**src/rtl/mem_access_sequencer.sv**
```systemverilog
// mem_access_sequencer: MEM-stage load/store sequencer that sits in front of the memory controller.
// It holds each RAM/serial request for ACCESS_CYCLES cycles, stalls the pipeline while it does so,
// gates UART accesses on the UART status lines, answers the UART status address locally, and
// returns load data to MEM/WB in a register.
// Ports:
//   CLK, RST                 clock (rising edge), asynchronous active-low reset
//   memReadIn, memWriteIn    2-bit load/store codes from EX/MEM (00 = none)
//   addressIn, writeDataIn   effective address and store data from EX/MEM
//   stallOut                 combinational pipeline freeze
//   loadDataOut, loadValid   registered load result, plus a one-cycle pulse when it is new
//   ctrlAddress, ctrlDataOut, ctrlMemRead, ctrlMemWrite   request to the memory controller
//   ctrlDataIn               read data from the memory controller
//   tbre, tsre, data_ready   UART transmit-empty and receive-ready status
module mem_access_sequencer #(
  parameter int unsigned ACCESS_CYCLES = 4,
  parameter logic [15:0] SERIAL_ADDR   = 16'hBF00,
  parameter logic [15:0] STATUS_ADDR   = 16'hBF01
) (
  input  logic        CLK,
  input  logic        RST,
  input  logic [1:0]  memReadIn,
  input  logic [1:0]  memWriteIn,
  input  logic [15:0] addressIn,
  input  logic [15:0] writeDataIn,
  output logic        stallOut,
  output logic [15:0] loadDataOut,
  output logic        loadValid,
  output logic [15:0] ctrlAddress,
  output logic [15:0] ctrlDataOut,
  output logic [1:0]  ctrlMemRead,
  output logic [1:0]  ctrlMemWrite,
  input  logic [15:0] ctrlDataIn,
  input  logic        tbre,
  input  logic        tsre,
  input  logic        data_ready
);
  typedef enum logic [2:0] {IDLE, WAIT_TX, WAIT_RX, BUSY, DONE} state_t;
  localparam logic [3:0] CNT_INIT = 4'(ACCESS_CYCLES - 1);
  state_t      state_q, state_d;
  logic [3:0]  cnt_q, cnt_d;
  logic [15:0] addr_q, addr_d;
  logic [15:0] wdata_q, wdata_d;
  logic [15:0] ldata_q, ldata_d;
  logic [1:0]  code_q, code_d;
  logic        is_wr_q, is_wr_d;
  logic        rd, wr, busy;
  // A request with both codes set is illegal and decodes as neither.
  assign rd   = memReadIn != 2'b00 && memWriteIn == 2'b00;
  assign wr   = memWriteIn != 2'b00 && memReadIn == 2'b00;
  assign busy = state_q == BUSY;
  always_comb begin
    state_d = state_q;
    cnt_d   = cnt_q;
    addr_d  = addr_q;
    wdata_d = wdata_q;
    ldata_d = ldata_q;
    code_d  = code_q;
    is_wr_d = is_wr_q;
    case (state_q)
      IDLE: if (rd || wr) begin
        addr_d  = addressIn;
        wdata_d = writeDataIn;
        code_d  = rd ? memReadIn : memWriteIn;
        is_wr_d = wr;
        cnt_d   = CNT_INIT;
        if (addressIn == STATUS_ADDR) begin
          state_d = DONE;
          if (rd) ldata_d = {14'b0, data_ready, tbre & tsre};
        end else if (addressIn == SERIAL_ADDR) begin
          state_d = wr ? WAIT_TX : WAIT_RX;
        end else begin
          state_d = BUSY;
        end
      end
      WAIT_TX: state_d = (tbre && tsre) ? BUSY : WAIT_TX;
      WAIT_RX: state_d = data_ready ? BUSY : WAIT_RX;
      BUSY: if (cnt_q == 4'd0) begin
        state_d = DONE;
        if (!is_wr_q) ldata_d = ctrlDataIn;
      end else begin
        cnt_d = cnt_q - 4'd1;
      end
      DONE:    state_d = IDLE;
      default: state_d = IDLE;
    endcase
  end
  always_ff @(posedge CLK or negedge RST) begin
    if (!RST) begin
      state_q <= IDLE;
      cnt_q   <= 4'd0;
      addr_q  <= 16'd0;
      wdata_q <= 16'd0;
      ldata_q <= 16'd0;
      code_q  <= 2'b00;
      is_wr_q <= 1'b0;
    end else begin
      state_q <= state_d;
      cnt_q   <= cnt_d;
      addr_q  <= addr_d;
      wdata_q <= wdata_d;
      ldata_q <= ldata_d;
      code_q  <= code_d;
      is_wr_q <= is_wr_d;
    end
  end
  // Controller outputs are decoded from the registered state, so an async reset clears them at once.
  assign ctrlMemRead  = (busy && !is_wr_q) ? code_q : 2'b00;
  assign ctrlMemWrite = (busy && is_wr_q) ? code_q : 2'b00;
  assign ctrlAddress  = busy ? addr_q : 16'd0;
  assign ctrlDataOut  = busy ? wdata_q : 16'd0;
  assign loadDataOut  = ldata_q;
  assign loadValid    = state_q == DONE && !is_wr_q;
  // The RST term keeps the stall low while reset is held, even with a request pending.
  assign stallOut = RST && ((state_q == IDLE && (rd || wr)) || state_q == WAIT_TX ||
                            state_q == WAIT_RX || busy);
endmodule

```
**config.mk**
```make
export PLATFORM = sky130hd
export DESIGN_NAME = mem_access_sequencer
export DESIGN_NICKNAME = d
export VERILOG_FILES = /design/src/rtl/mem_access_sequencer.sv
export SDC_FILE = /design/constraint.sdc
export NUM_CORES = 1
export LEC_CHECK = 0
export BUFFER_PORTS_ARGS = -buffer_cell sky130_fd_sc_hd__buf_2
export CAP_MARGIN = 25
export CORE_MARGIN = 2
export CORE_UTILIZATION = 35
export DETAILED_ROUTE_END_ITERATION = 8
export PLACE_DENSITY = 0.63
export SYNTH_ARGS = -nofsm -noshare
export SYNTH_HDL_FRONTEND = slang
export SYNTH_SLANG_ARGS = --single-unit
```
**constraint.sdc**
```tcl
create_clock -name CLK -period 2.5 [get_ports CLK]
set_input_delay 0.375 -clock CLK [delete_from_list [all_inputs] [get_ports CLK]]
set_output_delay 0.375 -clock CLK [all_outputs]
set_load 0.005 [all_outputs]
```
## Word-level counts from Yosys, hierarchy flattened

Cells that the tools add are included.
Widths: inputs -> output; s select.

| operators by class | value |
|---|---|
| add/subtract/negate cells | 1 |
| multiply operators | 0 |
| div/mod/pow operators | 0 |
| magnitude comparators | 0 |
| eq/ne operators | 12 |
| shift-type cells | 0 |
| muxes and demuxes | 22 |
| bitwise logic cells | 1 |
| reductions and logical operators | 24 |

Operators with widths:

| cell | count |
|---|---|
| $mux 16 | 7 |
| $eq 16x16->1 const B | 2 |
| $pmux 16 s2 | 1 |
| $mux 2 | 6 |
| $pmux 3 s4 | 1 |
| $mux 3 | 3 |
| $logic_and 1x1->1 | 8 |
| $mux 4 | 2 |
| $ne 2x2->1 const B | 4 |
| $pmux 4 s2 | 1 |
| $eq 3x2->1 const B | 2 |
| $reduce_and 6->1 | 1 |
| $reduce_bool 2->1 | 3 |
| $logic_not 2->1 | 2 |
| $logic_not 4->1 | 1 |
| $logic_or 1x1->1 | 4 |
| $ne 2x1->1 const B | 2 |
| $reduce_and 2->1 | 2 |
| $sub 4x1->4 const B | 1 |
| $eq 3x1->1 const B | 1 |
| $eq 3x3->1 const B | 1 |
| $logic_not 3->1 | 1 |
| $reduce_and 3->1 | 1 |
| $and 1x1->1 | 1 |
| 2 further kinds | 2 |

| word-level totals | value |
|---|---|
| bits in registers | 58 |
| latch bits | 0 |
| memory bits (writable) | 0 |
| memory bits (read-only) | 0 |
| bits of input ports | 57 |
| output and inout bits | 54 |
| logic and storage cells | 67 |
| memories | 0 |

## Depth between registers and ports, before layout

Gate-level depths: netlist of run 1.

| logic depth | value |
|---|---|
| depth in word-level cells | 8 |
| gate-level depth with buffers | 8 |
| mapped depth without buffers | 7 |

## Worst setup path before layout of run 1

Ideal clock, no wire load.

| path | value |
|---|---|
| path type | register to register |
| from | register cnt_q[0] |
| to | register ldata_q[10], in the netlist loadDataOut[10] |
| library setup time | 0.079 ns |
| arrival time | 2.231 ns |
| required time | 2.421 ns |
| slack | 0.190 ns |
| stages on the path, launching flop included | 9 |
| buffers on the path | 2 |
| clock period less this slack | 2.310 ns |
| cell sequence | dfrtp_1 -> inv_1 -> ha_1 -> or3b_1 -> and2_4 -> buf_6 -> a2111oi_4 -> buf_8 -> mux2i_1 |

| on the way | value |
|---|---|
| word-level cells in the longest chain between the ends | 3 |

RTL lines:

| item | line | RTL |
|---|---|---|
| from (decl) | 40 | `logic [3:0] cnt_q, cnt_d;` |
| from (signal assigned) | 98 | `cnt_q <= cnt_d;` |
| $logic_not 4->1 | 77 | `BUSY: if (cnt_q == 4'd0) begin` |
| $ne 2x1->1 (no source line) | -- |  |
| $reduce_and 6->1 (no source line) | -- |  |
| to (signal assigned) | 101 | `ldata_q <= ldata_d;` |
| to (decl) | 43 | `logic [15:0] ldata_q, ldata_d;` |

No other way between the ends.
A chain may end at the register's enable or synchronous reset.

## Worst setup path after layout of run 1

| path | value |
|---|---|
| from | register cnt_q[0] |
| to | register ldata_q[0], in the netlist loadDataOut[0] |

The elaborated chain is that of the path after synthesis.

==> results.yml, run 1 <==
status:
  outcome: "finished clean"
placement:
  routabilityCongestion: 0.7319
  dpl.cell_count: 461
  postPlaceCellArea_sq_mm: 0.003545
  place_ws_ps: 138.1
  port_buffers: 110
  place_hpwl_microns: 4500
timing:
  slew_viol_final: 0
  period_share_pct: 89.17
  finalSetupViolations: 0
  worst_slack_ps: 270.9
  slew_headroom_pct: 49.15
  holdWs_ps: 191.3
  fmax_mhz: 448.6
  worst_pin_slew_ps: 762.7
  setup_tns_ps: 0
  rsz0062_at_grt: "no"
  hold_violations: 0
  layout_min_cycle_time_ps: 2229
  final.setup_skew_ps: 9.045
floorplanning:
  start_util_pct: 36.35
  fp.dieH_microns: 94.05
  die_x_microns: 94.05
  ios: 111
  dieArea_sq_mm: 0.008844
  rows: 32
  core_sq_mm: 0.007807
yosys:
  synth_cell_types: 35
  synthesis.nets: 315
  synth.yosys.seq_area_share_pct: 51.15
  synth.avg_cell_area_sq_um: 11.17
  syn_inst: 254
  synth_area_sq_mm: 0.002838
  ys.warnings.count: 0
  synth-seq-cells: 58
finish:
  finalInstanceArea_sq_mm: 0.003774
  stdcell_count: 477
  area_growth_pct: 32.98
  finalNetCount: 431
  final_core_util_pct: 48.33
  fillers: 752
  num_antenna_cells: 0
  drive_gt1_share_pct: 46.93
pwr:
  finalPower_mw: 4.248
  irDropWorstVdd_uv: 554.7
  power_density_mw_per_mm2: 1126
  p_leak_nw: 1.910
clocking:
  clock_latency_ps: 340
  holdBufCountCts: 0
  htreeDepth: 3
  root_buffer: "clkbuf_8"
  ctsResizeCount: 0
  clockBufferDepth: 2
  cts_made_buffers: 9
  clkTransAtPathRegs_ps: 60
  postCtsSetupBuffers: 0
  cts_tree: "done"
  cts.sinks: 58
grt:
  grt_util_met2_pct: 22.62
  grt_pass1_wl_microns: 10320
  first_global_vias: 2111
  grt_usage_pct: 15.10
  grt_overflow: 0
  grt_max_degree: 59
  grtUsageMet1_pct: 20.06
  grt_busiest_layer: "met2"
  antenna_found_initial: 0
  grt_use_met3_pct: 4.334
worst_setup_path:
  critical_path_class: "flop to flop"
  arrival_ps: 2450
  cp-end-kind: "flop"
  start_kind: "flop"
  critPathMaxFanout: 16
  cp.required_ps: 2720
detailed_routing:
  drcViolationCount: 0
  routed-via-count: 2198
  ant_nets: 0
  routedWlPerCell_microns: 13.34
  dr.pass1.iters: 4
  wl_microns: 6364
  drt_iter0_drc: 112
  via_per_inst: 4.608
flow_run:
  max_cap_violations: 0
hold_path:
  hold_path_class: "input pin to asynchronous set/reset pin"
==> report_power, final <==
part	leakage, nW	total [mW]	internal, mW	switching [mW]
clock	0.117	0.996	0.616	0.380
sequential	0.716	1.57	1.35	0.220
combinational	1.08	1.68	0.909	0.775
==> final cells by class <==
cell class              count  area, sq um  area share, %
clock buffers              12        155.1          4.111
clock inverters             4        73.82          1.956
inverters                  21        78.83          2.089
multi-input cells         161         1244          32.96
flip-flops and latches     58         1451          38.46
well taps                 102        127.6          3.382
repair buffers            119        643.1          17.04
==> state kept, by name (all words and copies together), names as in the netlist <==
signal,cells
addr_q,16
loadDataOut,16
wdata_q,16
cnt_q,4
state_q,3
code_q,2
is_wr_q,1
==> worst max-delay path: stages (launching register included) <==
cell and delay (ps):
dfrtp_1 400, inv_1 90, ha_1 130, or3b_1 360, and2_4 210, a2111oi_4 390, buf_12 220, mux2_4 310
==> worst paths after layout <==
| path | startpoint | end | slack, ps | cells past startpoint |
|---|---|---|---|---|
| max | cnt_q[0] | loadDataOut[0] | 270 | 7 |
| min | RST | loadDataOut[0] | 190 | 2 |
| max reg2reg | cnt_q[0] | loadDataOut[0] | 270 | 7 |
| min reg2reg | cnt_q[3] | cnt_q[3] | 480 | 1 |
| max in group asynchronous | RST | addr_q[1] | 1770 | 2 |
| min in group CLK | writeDataIn[4] | wdata_q[4] | 270 | 2 |
==> kinds of logic after synthesis <==
logic type | synth area share (%)
flip-flops | 51.15
multiplexers | 19.40
AO/OA/AOI/OAI | 5.644
AND/OR/NAND/NOR | 16.76
buffers and inverters | 5.291
adder cells (fa/ha/maj) | 1.764
==> layer usage <==
layer | vias up | part of all wire, %
met5 | - | 0
met4 | 0 | 1.7
met3 | 11 | 6.9
met2 | 82 | 44
met1 | 1022 | 48
li1 | 1083 | -
==> cells in the final DEF, fill, tap and decap left out, types with 3 or more instances in the layout <==
cell,Yosys,final
a21oi_1,6,6
nor3_1,3,3
nand2_1,22,22
buf_2,0,110
clkbuf_8,0,11
nor2_1,4,4
and2_1,33,33
mux2i_1,16,16
and3_1,5,5
buf_4,0,7
or2_2,3,3
dfrtp_1,58,58
inv_1,21,21
ha_1,4,4
o21ai_0,8,8
mux2_2,32,32
==> synth_stat cells, drive strengths merged <==
master,instances,share of area (%)
a2111oi,2,1.3
a21oi,6,1.1
a22oi,2,0.53
a31oi,1,0.22
a32oi,1,0.31
a41oi,1,0.31
and2,34,7.6
and3,5,1.1
and3b,2,0.62
and4,1,0.31
buf,2,0.93
clkbuf,12,1.6
dfrtp,58,51
ha,4,1.8
inv,21,2.8
mux2,34,14
mux2i,16,5.6
nand2,22,2.9
nand2b,2,0.44
nand4,1,0.22
nor2,4,0.53
nor2b,1,0.22
nor3,4,0.88
nor4,2,0.44
nor4b,1,0.31
o21ai,8,1.4
o21bai,2,0.53
or2,3,0.66
or3,1,0.22
or3b,1,0.31
(Power assumes the default switching activity.)
==> inputs of run 2 (changes only) <==
SETUP_SLACK_MARGIN = 0.4   (was default)
==> results.yml, run 2 (same netlist as run 1, synthesis figures left out) <==
worst_setup_path:
  critPathMaxFanout: 25
  critical_path_class: "flop to primary output"
  reg2reg_from: "cnt_q[1]"
  cp-end-kind: "primary output"
  start_kind: "flop"
  cp.required_ps: 2120
  startpoint: "state_q[2]"
  arrival_ps: 1660
floorplanning:
  dieArea_sq_mm: 0.008844
  die_x_microns: 94.05
  ios: 111
  fp.dieH_microns: 94.05
  rows: 32
  start_util_pct: 36.35
  core_sq_mm: 0.007807
grt:
  grt_overflow: 0
  grt_max_degree: 59
  antenna_found_initial: 0
  grt_usage_pct: 15.41
  first_global_vias: 2262
  grt_pass1_wl_microns: 10560
timing:
  rsz0062_at_grt: "yes"
  slew_headroom_pct: 50.13
  period_share_pct: 81.48
  slew_viol_final: 0
  setup_tns_ps: 0
  hold_violations: 0
  worst_pin_slew_ps: 748.1
  holdWs_ps: 227.3
  finalSetupViolations: 0
  final.setup_skew_ps: 8.942
  fmax_mhz: 490.9
  layout_min_cycle_time_ps: 2037
pwr:
  power_density_mw_per_mm2: 1143
  p_int_mw: 3.027
  power_frac_seq_pct: 35.8
  p_clk_share_pct: 22.1
  pwr-share-comb_pct: 42.2
  p_leak_nw: 1.963
  switchingPower_mw: 1.432
  irDropWorstVdd_uv: 508.0
  finalPower_mw: 4.459
  swShare_pct: 32.12
detailed_routing:
  via_per_inst: 4.747
  drcViolationCount: 0
  ant_nets: 0
  wl_microns: 6569
  routedWlPerCell_microns: 13.49
  routed-via-count: 2312
  drt_iter0_drc: 79
  dr.pass1.iters: 4
finish:
  final_common_cell: "buf_2"
  finalInstanceArea_sq_mm: 0.003901
  finalNetCount: 442
  final_cell_mix: "buf_2, dfrtp_1, and2_1"
  area_growth_pct: 37.48
  num_antenna_cells: 0
  final_core_util_pct: 49.97
  drive_gt1_share_pct: 49.87
  fillers: 752
placement:
  routabilityCongestion: 0.7806
  port_buffers: 110
  postPlaceCellArea_sq_mm: 0.003551
  place_hpwl_microns: 4670
clocking:
  clkTransAtPathRegs_ps: 70
  htreeDepth: 3
  clockBufferDepth: 2
  clock_latency_ps: 330
  cts_made_buffers: 9
  cts.sinks: 58
  root_buffer: "clkbuf_8"
  cts_tree: "done"
  holdBufCountCts: 0
flow_run:
  max_cap_violations: 0
status:
  outcome: "finished clean"
hold_path:
  hold_path_class: "input pin to asynchronous set/reset pin"
## run 2: worst paths after layout
path	to	slack, ps	cells past startpoint
max	ctrlAddress[13]	460	4
max reg2reg	loadDataOut[1]	500	7
min in group CLK	wdata_q[12]	270	2
min	code_q[1]	230	2
max in group asynchronous	state_q[1]	1740	2
min reg2reg	cnt_q[3]	500	1
## run 2: per-stage QoR
step / setup slack, ps / std cells
after floorplan: 254.5 / 254
after global placement: 112.5 / 459
after detailed placement: 82.23 / 459
after CTS: 436.2 / 479
after global routing: 369.4 / 487
final: 463.1 / 487
## run 2: repair_timing
item | 4_1_cts | 5_1_grt
setup buffers | 5 | 8
gates cloned | 0 | 0
resized for setup | 3 | 3
setup endpoints to repair | 14 | 34
pin swaps | 1 | 1
## run 2: layer usage
metal  part of all wire [%]  wire [microns]  global-route usage (%)  vias to the layer above
li1                       -               -                       -                     1107
met1                     44            2895                   19.61                     1105
met2                     46            3040                   24.76                       85
met3                    7.5             493                   4.334                       15
met4                    2.1             140                   6.159                        0
met5                      0               0                       0                        -
## run 2: power by group through the flow
stage               sequential, mW  combinational (mW)  clock [mW]
detailed placement            1.61                1.72           0
floorplan                     1.51                1.19           0
CTS                           1.60                1.82        1.01
global route                  1.66                2.09        1.06
global placement              1.59                1.69           0
finish                        1.59                1.88       0.985
## run 2: cell type report
type                            instances  area [sq um]  share of cell area, %
Sequential cell                        58          1454                  37.27
Multi-Input combinational cell        161          1267                  32.49
Timing Repair Buffer                  130         747.0                  19.15
Clock buffer                           11         151.4                  3.881
Tap cell                              102         127.6                  3.271
Inverter                               21         78.83                  2.021
Clock inverter                          4         75.07                  1.924
## run 2: critical path, cell delays in order (launching register included)
cell	delay [ps]
dfrtp_1	470
and3b_2	320
buf_4	250
and2_1	160
buf_2	120
